File: config.mk
export PLATFORM = sky130hd
export DESIGN_NAME = ps2_frame_rx_flat
export DESIGN_NICKNAME = d
export VERILOG_FILES = /design/src/rtl/ps2_frame_rx_if.sv /design/src/rtl/ps2_frame_rx.sv /design/src/flat_wrapper.sv
export SDC_FILE = /design/constraint.sdc
export NUM_CORES = 1
export LEC_CHECK = 0
export ABC_AREA = 0
export BUFFER_PORTS_ARGS = -buffer_cell sky130_fd_sc_hd__buf_2
export CAP_MARGIN = 15
export CELL_PAD_IN_SITES_DETAIL_PLACEMENT = 0
export CELL_PAD_IN_SITES_GLOBAL_PLACEMENT = 2
export CORE_MARGIN = 2
export CORE_UTILIZATION = 36
export DETAILED_ROUTE_END_ITERATION = 8
export MAX_ROUTING_LAYER = met4
export PLACE_DENSITY_LB_ADDON = 0.05
export SETUP_SLACK_MARGIN = 0.05
export SLEW_MARGIN = 20
export SYNTH_ARGS = -nofsm -noshare
export SYNTH_HDL_FRONTEND = slang
export SYNTH_SLANG_ARGS = --single-unit
export TNS_END_PERCENT = 30
File: constraint.sdc
create_clock -name clk -period 1.87 [get_ports clk]
set_input_delay 0 -clock clk [delete_from_list [all_inputs] [get_ports clk]]
set_output_delay 0 -clock clk [all_outputs]
set_load 0.01 [all_outputs]
File: src/rtl/ps2_frame_rx_if.sv
// ps2_frame_rx_if: raw PS/2 line inputs and the decoded key-code strobe bundle
interface ps2_frame_rx_if;
  logic kclk;
  logic kdat;
  logic sc_valid;
  logic [7:0] sc_code;
  logic sc_ext;
  logic sc_rel;
  logic err_par;
  logic err_frm;
  modport master(
    output kclk, kdat,
    input sc_valid, sc_code, sc_ext, sc_rel, err_par, err_frm
  );
  modport slave(
    input kclk, kdat,
    output sc_valid, sc_code, sc_ext, sc_rel, err_par, err_frm
  );
endinterface

File: src/rtl/ps2_frame_rx.sv
// ps2_frame_rx: PS/2 device-to-host frame receiver with clock glitch filter,
// frame checking and E0/F0 prefix folding into a single key-code strobe.
module ps2_frame_rx #(
  parameter int FILT   = 3,
  parameter int TOUT_W = 12
) (
  input  logic           clk,
  input  logic           rstn,
  ps2_frame_rx_if.slave  bus
);
  typedef enum logic [1:0] {IDLE, DATA, PAR, STOP} state_t;
  state_t state, state_n;
  logic [1:0] kclk_s, kdat_s;
  logic [3:0] fcnt;
  logic fclk, fclk_q, fall, kd, tout;
  logic ok, bad_par, bad_stop, par, par_n;
  logic ext, rel;
  logic [2:0] bits, bits_n;
  logic [7:0] shift, shift_n;
  logic [TOUT_W-1:0] tcnt;
  logic sc_valid, sc_ext, sc_rel, err_par, err_frm;
  logic [7:0] sc_code;
  assign fall = fclk_q & ~fclk;
  assign kd   = kdat_s[1];
  assign tout = (&tcnt) & ~fall & (state != IDLE);
  // The filtered clock only follows the synchroniser after FILT consecutive differing samples
  always_ff @(posedge clk) begin
    if (!rstn) begin
      kclk_s <= 2'b11;
      kdat_s <= 2'b11;
      fcnt   <= '0;
      fclk   <= 1'b1;
      fclk_q <= 1'b1;
      tcnt   <= '0;
    end else begin
      kclk_s <= {kclk_s[0], bus.kclk};
      kdat_s <= {kdat_s[0], bus.kdat};
      fcnt   <= (kclk_s[1] == fclk || fcnt == 4'(FILT - 1)) ? '0 : fcnt + 4'd1;
      if (kclk_s[1] != fclk && fcnt == 4'(FILT - 1)) fclk <= kclk_s[1];
      fclk_q <= fclk;
      tcnt   <= fall ? '0 : (&tcnt ? tcnt : tcnt + 1'b1);
    end
  end
  always_ff @(posedge clk) begin
    if (!rstn) begin
      state <= IDLE;
      bits  <= '0;
      shift <= '0;
      par   <= 1'b0;
    end else begin
      state <= state_n;
      bits  <= bits_n;
      shift <= shift_n;
      par   <= par_n;
    end
  end
  always_comb begin
    state_n  = state;
    bits_n   = bits;
    shift_n  = shift;
    par_n    = par;
    ok       = 1'b0;
    bad_par  = 1'b0;
    bad_stop = 1'b0;
    if (tout) state_n = IDLE;
    else if (fall) begin
      case (state)
        IDLE: begin
          state_n = kd ? IDLE : DATA;
          bits_n  = '0;
        end
        DATA: begin
          shift_n = {kd, shift[7:1]};
          bits_n  = bits + 3'd1;
          state_n = (bits == 3'd7) ? PAR : DATA;
        end
        PAR: begin
          par_n   = kd;
          state_n = STOP;
        end
        default: begin
          state_n  = IDLE;
          bad_stop = ~kd;
          bad_par  = kd & ~(^shift ^ par);
          ok       = kd & (^shift ^ par);
        end
      endcase
    end
  end
  // Prefix bytes only update flags; every error drops any pending prefix
  always_ff @(posedge clk) begin
    if (!rstn) begin
      sc_valid <= 1'b0;
      sc_code  <= '0;
      sc_ext   <= 1'b0;
      sc_rel   <= 1'b0;
      err_par  <= 1'b0;
      err_frm  <= 1'b0;
      ext      <= 1'b0;
      rel      <= 1'b0;
    end else begin
      sc_valid <= ok && shift != 8'hE0 && shift != 8'hF0;
      err_par  <= bad_par;
      err_frm  <= bad_stop | tout;
      if (bad_par || bad_stop || tout) begin
        ext <= 1'b0;
        rel <= 1'b0;
      end else if (ok) begin
        if (shift == 8'hE0) ext <= 1'b1;
        else if (shift == 8'hF0) rel <= 1'b1;
        else begin
          sc_code <= shift;
          sc_ext  <= ext;
          sc_rel  <= rel;
          ext     <= 1'b0;
          rel     <= 1'b0;
        end
      end
    end
  end
  assign bus.sc_valid = sc_valid;
  assign bus.sc_code  = sc_code;
  assign bus.sc_ext   = sc_ext;
  assign bus.sc_rel   = sc_rel;
  assign bus.err_par  = err_par;
  assign bus.err_frm  = err_frm;
endmodule
File: src/flat_wrapper.sv
// flat-port wrapper written by rule: the top's interface ports become plain ports
module ps2_frame_rx_flat 
#(
  parameter int FILT   = 3,
  parameter int TOUT_W = 12
)
  (clk, rstn, bus_kclk, bus_kdat, bus_sc_valid, bus_sc_code, bus_sc_ext, bus_sc_rel, bus_err_par, bus_err_frm);
  ps2_frame_rx_if bus_i ();
  input  logic clk;
  input  logic rstn;
  input wire logic [$bits(bus_i.kclk)-1:0] bus_kclk;
  input wire logic [$bits(bus_i.kdat)-1:0] bus_kdat;
  output wire logic [$bits(bus_i.sc_valid)-1:0] bus_sc_valid;
  output wire logic [$bits(bus_i.sc_code)-1:0] bus_sc_code;
  output wire logic [$bits(bus_i.sc_ext)-1:0] bus_sc_ext;
  output wire logic [$bits(bus_i.sc_rel)-1:0] bus_sc_rel;
  output wire logic [$bits(bus_i.err_par)-1:0] bus_err_par;
  output wire logic [$bits(bus_i.err_frm)-1:0] bus_err_frm;
  assign bus_i.kclk = bus_kclk;
  assign bus_i.kdat = bus_kdat;
  assign bus_sc_valid = bus_i.sc_valid;
  assign bus_sc_code = bus_i.sc_code;
  assign bus_sc_ext = bus_i.sc_ext;
  assign bus_sc_rel = bus_i.sc_rel;
  assign bus_err_par = bus_i.err_par;
  assign bus_err_frm = bus_i.err_frm;
  ps2_frame_rx #(.FILT(FILT), .TOUT_W(TOUT_W)) u_core (.clk(clk), .rstn(rstn), .bus(bus_i));
endmodule
# Yosys cells after proc, flatten, opt, wreduce, memory -nomap -nowiden
# Cells that the tools add are included.
# op_classes
add_sub_neg	3
eq_ne	11
n_mux	16
bitwise	16
n_reduce_logical	22
# ops
cell	n
8-bit == test (second input constant)	2
8-bit inequality test (second input constant)	2
1-bit 2-to-1 mux	13
12-bit by 1-bit adder with 12-bit output (second input constant)	1
12-bit AND reduction	1
1-bit inverter	9
3-bit AND reduction	3
2-bit OR reduction	4
8-bit parity	1
2-bit case mux with 3 select lines	1
3-bit case mux with 2 select lines	1
1-bit AND	5
4-bit by 1-bit adder with 4-bit output (second input constant)	1
4-bit by 2-bit == test with 1-bit output (second input constant)	1
2-bit AND reduction	2
4-bit AND reduction	1
2-bit nonzero test	2
3-bit by 1-bit adder with 3-bit output (second input constant)	1
3-bit == test (second input constant)	1
1-bit logical AND	3
1-bit logical OR	3
3-bit OR reduction	1
2-bit by 1-bit == test with 1-bit output (second input constant)	1
2-bit == test (second input constant)	1
7 further kinds	7
# word_totals
ff_bits	51

# Longest topological paths before layout
# depth
word_depth	11
ltp_mapped	7
depth_no_buf	6

# Least setup slack after synthesis
# OpenSTA, ideal clock, no wires.
# synth_path
path_kind	reg-to-reg
start	register u_core.shift[1]
end	register u_core.ext
arrival_ns	1.601
slack_ns	0.141
stages_incl_launch_ff	7
n_path_buf	0
synth_period_minus_slack_ns	1.729
path_cell_list	dfxtp_1 inv_1 ha_1 xnor3_1 xor2_1 a311oi_1 nor3_1
# synth_between
elab_chain_cells	10
elab_cells_between_ends	19
classes_between	eq/ne (3); mux (7); bitwise (4); reduce/logical (5)
# synth_rtl
item	line_no	source
start: declaration	ps2_frame_rx.sv:19	logic [7:0] shift, shift_n;
start signal: assignment	ps2_frame_rx.sv:53	shift <= shift_n;
8-bit parity	ps2_frame_rx.sv:84, ps2_frame_rx.sv:85	
1-bit XOR	ps2_frame_rx.sv:84, ps2_frame_rx.sv:85	
1-bit inverter	ps2_frame_rx.sv:84	bad_par = kd & ~(^shift ^ par);
1-bit AND	ps2_frame_rx.sv:84	
1-bit 2-to-1 mux	ps2_frame_rx.sv:67	case (state)
1-bit 2-to-1 mux	ps2_frame_rx.sv:66	else if (fall) begin
1-bit 2-to-1 mux	ps2_frame_rx.sv:65	if (tout) state_n = IDLE;
1-bit logical OR (2 in a row)	ps2_frame_rx.sv:105	if (bad_par || bad_stop || tout) begin
2-bit OR reduction (no line)	-	
end signal: assignment	ps2_frame_rx.sv:106	ext <= 1'b0;
end signal: assignment	ps2_frame_rx.sv:109	if (shift == 8'hE0) ext <= 1'b1;
end signal: assignment	ps2_frame_rx.sv:115	ext <= 1'b0;
end: declaration	ps2_frame_rx.sv:17	logic ext, rel;
# Parallel ways exist; a longest one is shown, timed or not.
# A chain may end at the register's enable or synchronous reset.

# Worst setup path in the final report
# layout_path
start	register u_core.shift[4]
end	register u_core.sc_code[7], in the netlist u_core.bus.sc_code[7]
# layout_between
elab_chain_cells	11
elab_cells_between_ends	19
classes_between	eq/ne (2); mux (6); bitwise (7); reduce/logical (4)
# layout_rtl
item	line_no	source
8-bit parity	ps2_frame_rx.sv:84, ps2_frame_rx.sv:85	
1-bit XOR	ps2_frame_rx.sv:84, ps2_frame_rx.sv:85	
1-bit inverter	ps2_frame_rx.sv:84	
1-bit AND	ps2_frame_rx.sv:84	
1-bit 2-to-1 mux	ps2_frame_rx.sv:67	
1-bit 2-to-1 mux	ps2_frame_rx.sv:66	
1-bit 2-to-1 mux	ps2_frame_rx.sv:65	
1-bit logical OR (2 in a row)	ps2_frame_rx.sv:105	
1-bit inverter (no line)	-	
4-bit AND reduction (no line) *	-	
end signal: assignment	ps2_frame_rx.sv:112	sc_code <= shift;
end: declaration	ps2_frame_rx.sv:22	logic [7:0] sc_code;
# Mark *: on every way between the ends. The rest lies on a longest branch, timed or not.

==> impl_metrics.json <==
{
  "status": "completed",
  "fmax_mhz": 574,
  "ios": 17,
  "clkTransAtPathRegs_ps": 90,
  "numPortBuffers": 16,
  "ys_seq_elements": 51,
  "top_usage_layer": "met2",
  "vdd_drop_max_mv": 0.424,
  "cts_max_level": 2,
  "nFillCells": 608,
  "cts_tree": "built",
  "finalCritPeriodShare_pct": 93.1,
  "max_cap_violations": 0,
  "drt_iter0_drc": 69,
  "cp.arrival_ps": 1970,
  "critPathLaunchType": "flop",
  "hold_violations": 0,
  "wl_um": 4900,
  "slew_viol_final": 0,
  "clock_path_buffers": 2,
  "syn_nets": 261,
  "die_h_um": 82.3,
  "clockRootBuffer": "clkbuf_8",
  "design_area_um2": 2690,
  "ys_types": 41,
  "critPathSlowestCell": "dfxtp_2",
  "die_w_um": 82.3,
  "holdWs_ps": 79.0,
  "dp_hpwl_um": 3420,
  "crit_type": "flop to flop",
  "use_met1_pct": 19.7,
  "first_pass_iters": 4,
  "track_usage_pct": 16.6,
  "num_vias": 1808,
  "grt_pass1_vias": 1728,
  "rows": 28,
  "place_ws_ps": -38.8,
  "yosysWarnings": 0,
  "power_density_nw_per_um2": 706,
  "finalSetupViolations": 0,
  "die_area_um2": 6770,
  "power.leakage_nw": 0.998,
  "place_area_um2": 2470,
  "ant_nets": 0,
  "final_cell_mix": "48 x dfxtp_1, 29 x a21oi_1, 22 x nand2_1",
  "wl_per_cell_um": 13.7,
  "gp_congestion": 0.734,
  "use_met3_pct": 4.24,
  "slew_headroom_pct": 45.7,
  "grt_pass1_wl_um": 8300,
  "overflow": 0,
  "worst_pin_slew_ps": 814,
  "synth_area_um2": 2210,
  "worstPathMaxFanout": 5,
  "end_kind": "flop",
  "clock-sinks": 51,
  "crit_path_max_incr_delay_ps": 380,
  "placed_cells": 348,
  "vias_per_cell": 5.04,
  "diodes": 0,
  "syn_area_per_cell_um2": 8.94,
  "area_growth_pct": 21.8,
  "antenna_found_initial": 0,
  "period_minus_slack_ps": 1740,
  "critical-path-top-delay-family": "XOR/XNOR gates",
  "drc_errors": 0,
  "insertion_delay_ps": 300,
  "layout-drive-gt1-share_pct": 21.8,
  "grt_max_degree": 26,
  "core_area_um2": 5920,
  "critPathMostFrequentCell": "xor2_4",
  "numCtsBuffers": 5,
  "crit_chain": "inv_1, ha_1, xor2_4, xor2_4, buf_2, nand3_1, a21oi_1",
  "post_layout_nonfiller_instances": 359,
  "skew_ps": 5.95,
  "hp-class": "input pin to flop",
  "grt_util_met2_pct": 27.3,
  "final_common_cell": "dfxtp_1",
  "fin_nets": 298,
  "required_ps": 2100,
  "start_util_pct": 37.3,
  "layout_setup_ws_ps": 129,
  "ys_seq_area_share_pct": 46.3,
  "total_power_mw": 1.90,
  "critical_path_buf_inv_count": 2,
  "syn_inst": 247,
  "rsz0062_at_grt": "false"
}
synthesized netlist by cell type, drive strengths merged:
cell,instances,share of area [%]
a211oi,1,0.57
o2111ai,1,0.40
or3,2,0.57
nand3b,2,0.68
nor4,3,0.85
and2b,1,0.40
a31oi,1,0.28
a21oi,29,6.6
o211ai,1,0.34
nand4,5,2.1
nand3,22,5.2
o2111a,1,0.51
dfxtp,51,46
and2,1,0.28
clkbuf,6,1.1
buf,5,1.8
o311ai,1,0.40
nand2b,6,1.7
nor2,18,3.1
nand2,22,3.7
inv,9,1.5
xnor3,1,1.0
xor2,7,2.8
nor3,9,2.3
and3,1,0.28
o21ai,18,4.6
mux2i,2,0.91
a311oi,1,0.40
o31ai,1,0.34
or4,1,0.34
xnor2,7,2.8
nor2b,1,0.28
ha,10,5.7
stage by stage:
step                      setup TNS, ps  utilization, %
after floorplan                       0               -
after global placement             -188            41.8
after detailed placement           -148            41.8
after CTS                             0            44.1
after global routing                  0            45.4
final                                 0            45.4
worst paths after layout:
kind	start	to	slack (ps)	depth (start not counted)
min	rstn	u_core.kclk_s[1]	80	3
max	u_core.shift[4]	u_core.bus.sc_code[7]	130	7
min reg2reg	u_core.kclk_s[0]	u_core.kclk_s[1]	410	1
max reg2reg	u_core.shift[4]	u_core.bus.sc_code[7]	130	7
final cells by class:
class                   count  area [um^2]  area share, %
clock inverters             1         30.0           1.12
inverters                   9         33.8           1.26
clock buffers               6         72.6           2.70
multi-input cells         176         1160           43.1
flip-flops and latches     51         1020           38.1
well taps                  75         93.8           3.49
repair buffers             41          274           10.2
registers in the layout, summed over array words and instances (netlist names), 2 cells and up:
name,cells
u_core.fcnt,4
u_core.kclk_s,2
u_core.tcnt,12
u_core.kdat_s,2
u_core.bits,3
u_core.bus.sc_code,8
u_core.shift,8
u_core.state,2
timing repair:
action	4_1_cts	5_1_grt
gates resized for setup	2	20
endpoints found under the hold margin	2	0
setup endpoints to repair	10	14
cloned	0	1
hold buffers	2	0
buffers inserted	0	1
pin swaps	0	2
report_power, final:
group	leakage, nW	switching (mW)	total (mW)	internal (mW)
Clock	0.0513	0.351	0.744	0.393
Combinational	0.533	0.0296	0.0509	0.0212
Sequential	0.414	0.00814	1.10	1.10
worst min-delay path: cells and delay by family:
| family | cells | cell delay [ps] |
|---|---|---|
| and+or+nand+nor | 1 | 60 |
| buffers and inverters | 2 | 260 |
kinds of logic (layout without fill, tap and decap cells):
family | after synthesis | count (layout) | synth area share, %
AO/OA/AOI/OAI | 55 | 55 | 14.4
XOR/XNOR | 15 | 15 | 6.58
adder cells (fa/ha/maj) | 10 | 10 | 5.67
buffers and inverters | 20 | 57 | 4.42
flip-flops | 51 | 51 | 46.3
multiplexers | 2 | 2 | 0.907
AND/OR/NAND/NOR | 94 | 94 | 21.8
metal layers:
layer,share of wire (%),vias up,wire [um]
met3,3.0,8,148
met4,2.0,0,96
li1,-,932,-
met2,48,28,2370
met1,47,840,2290
met5,0,-,0
No activity file was read; power rests on OpenSTA's default activity.
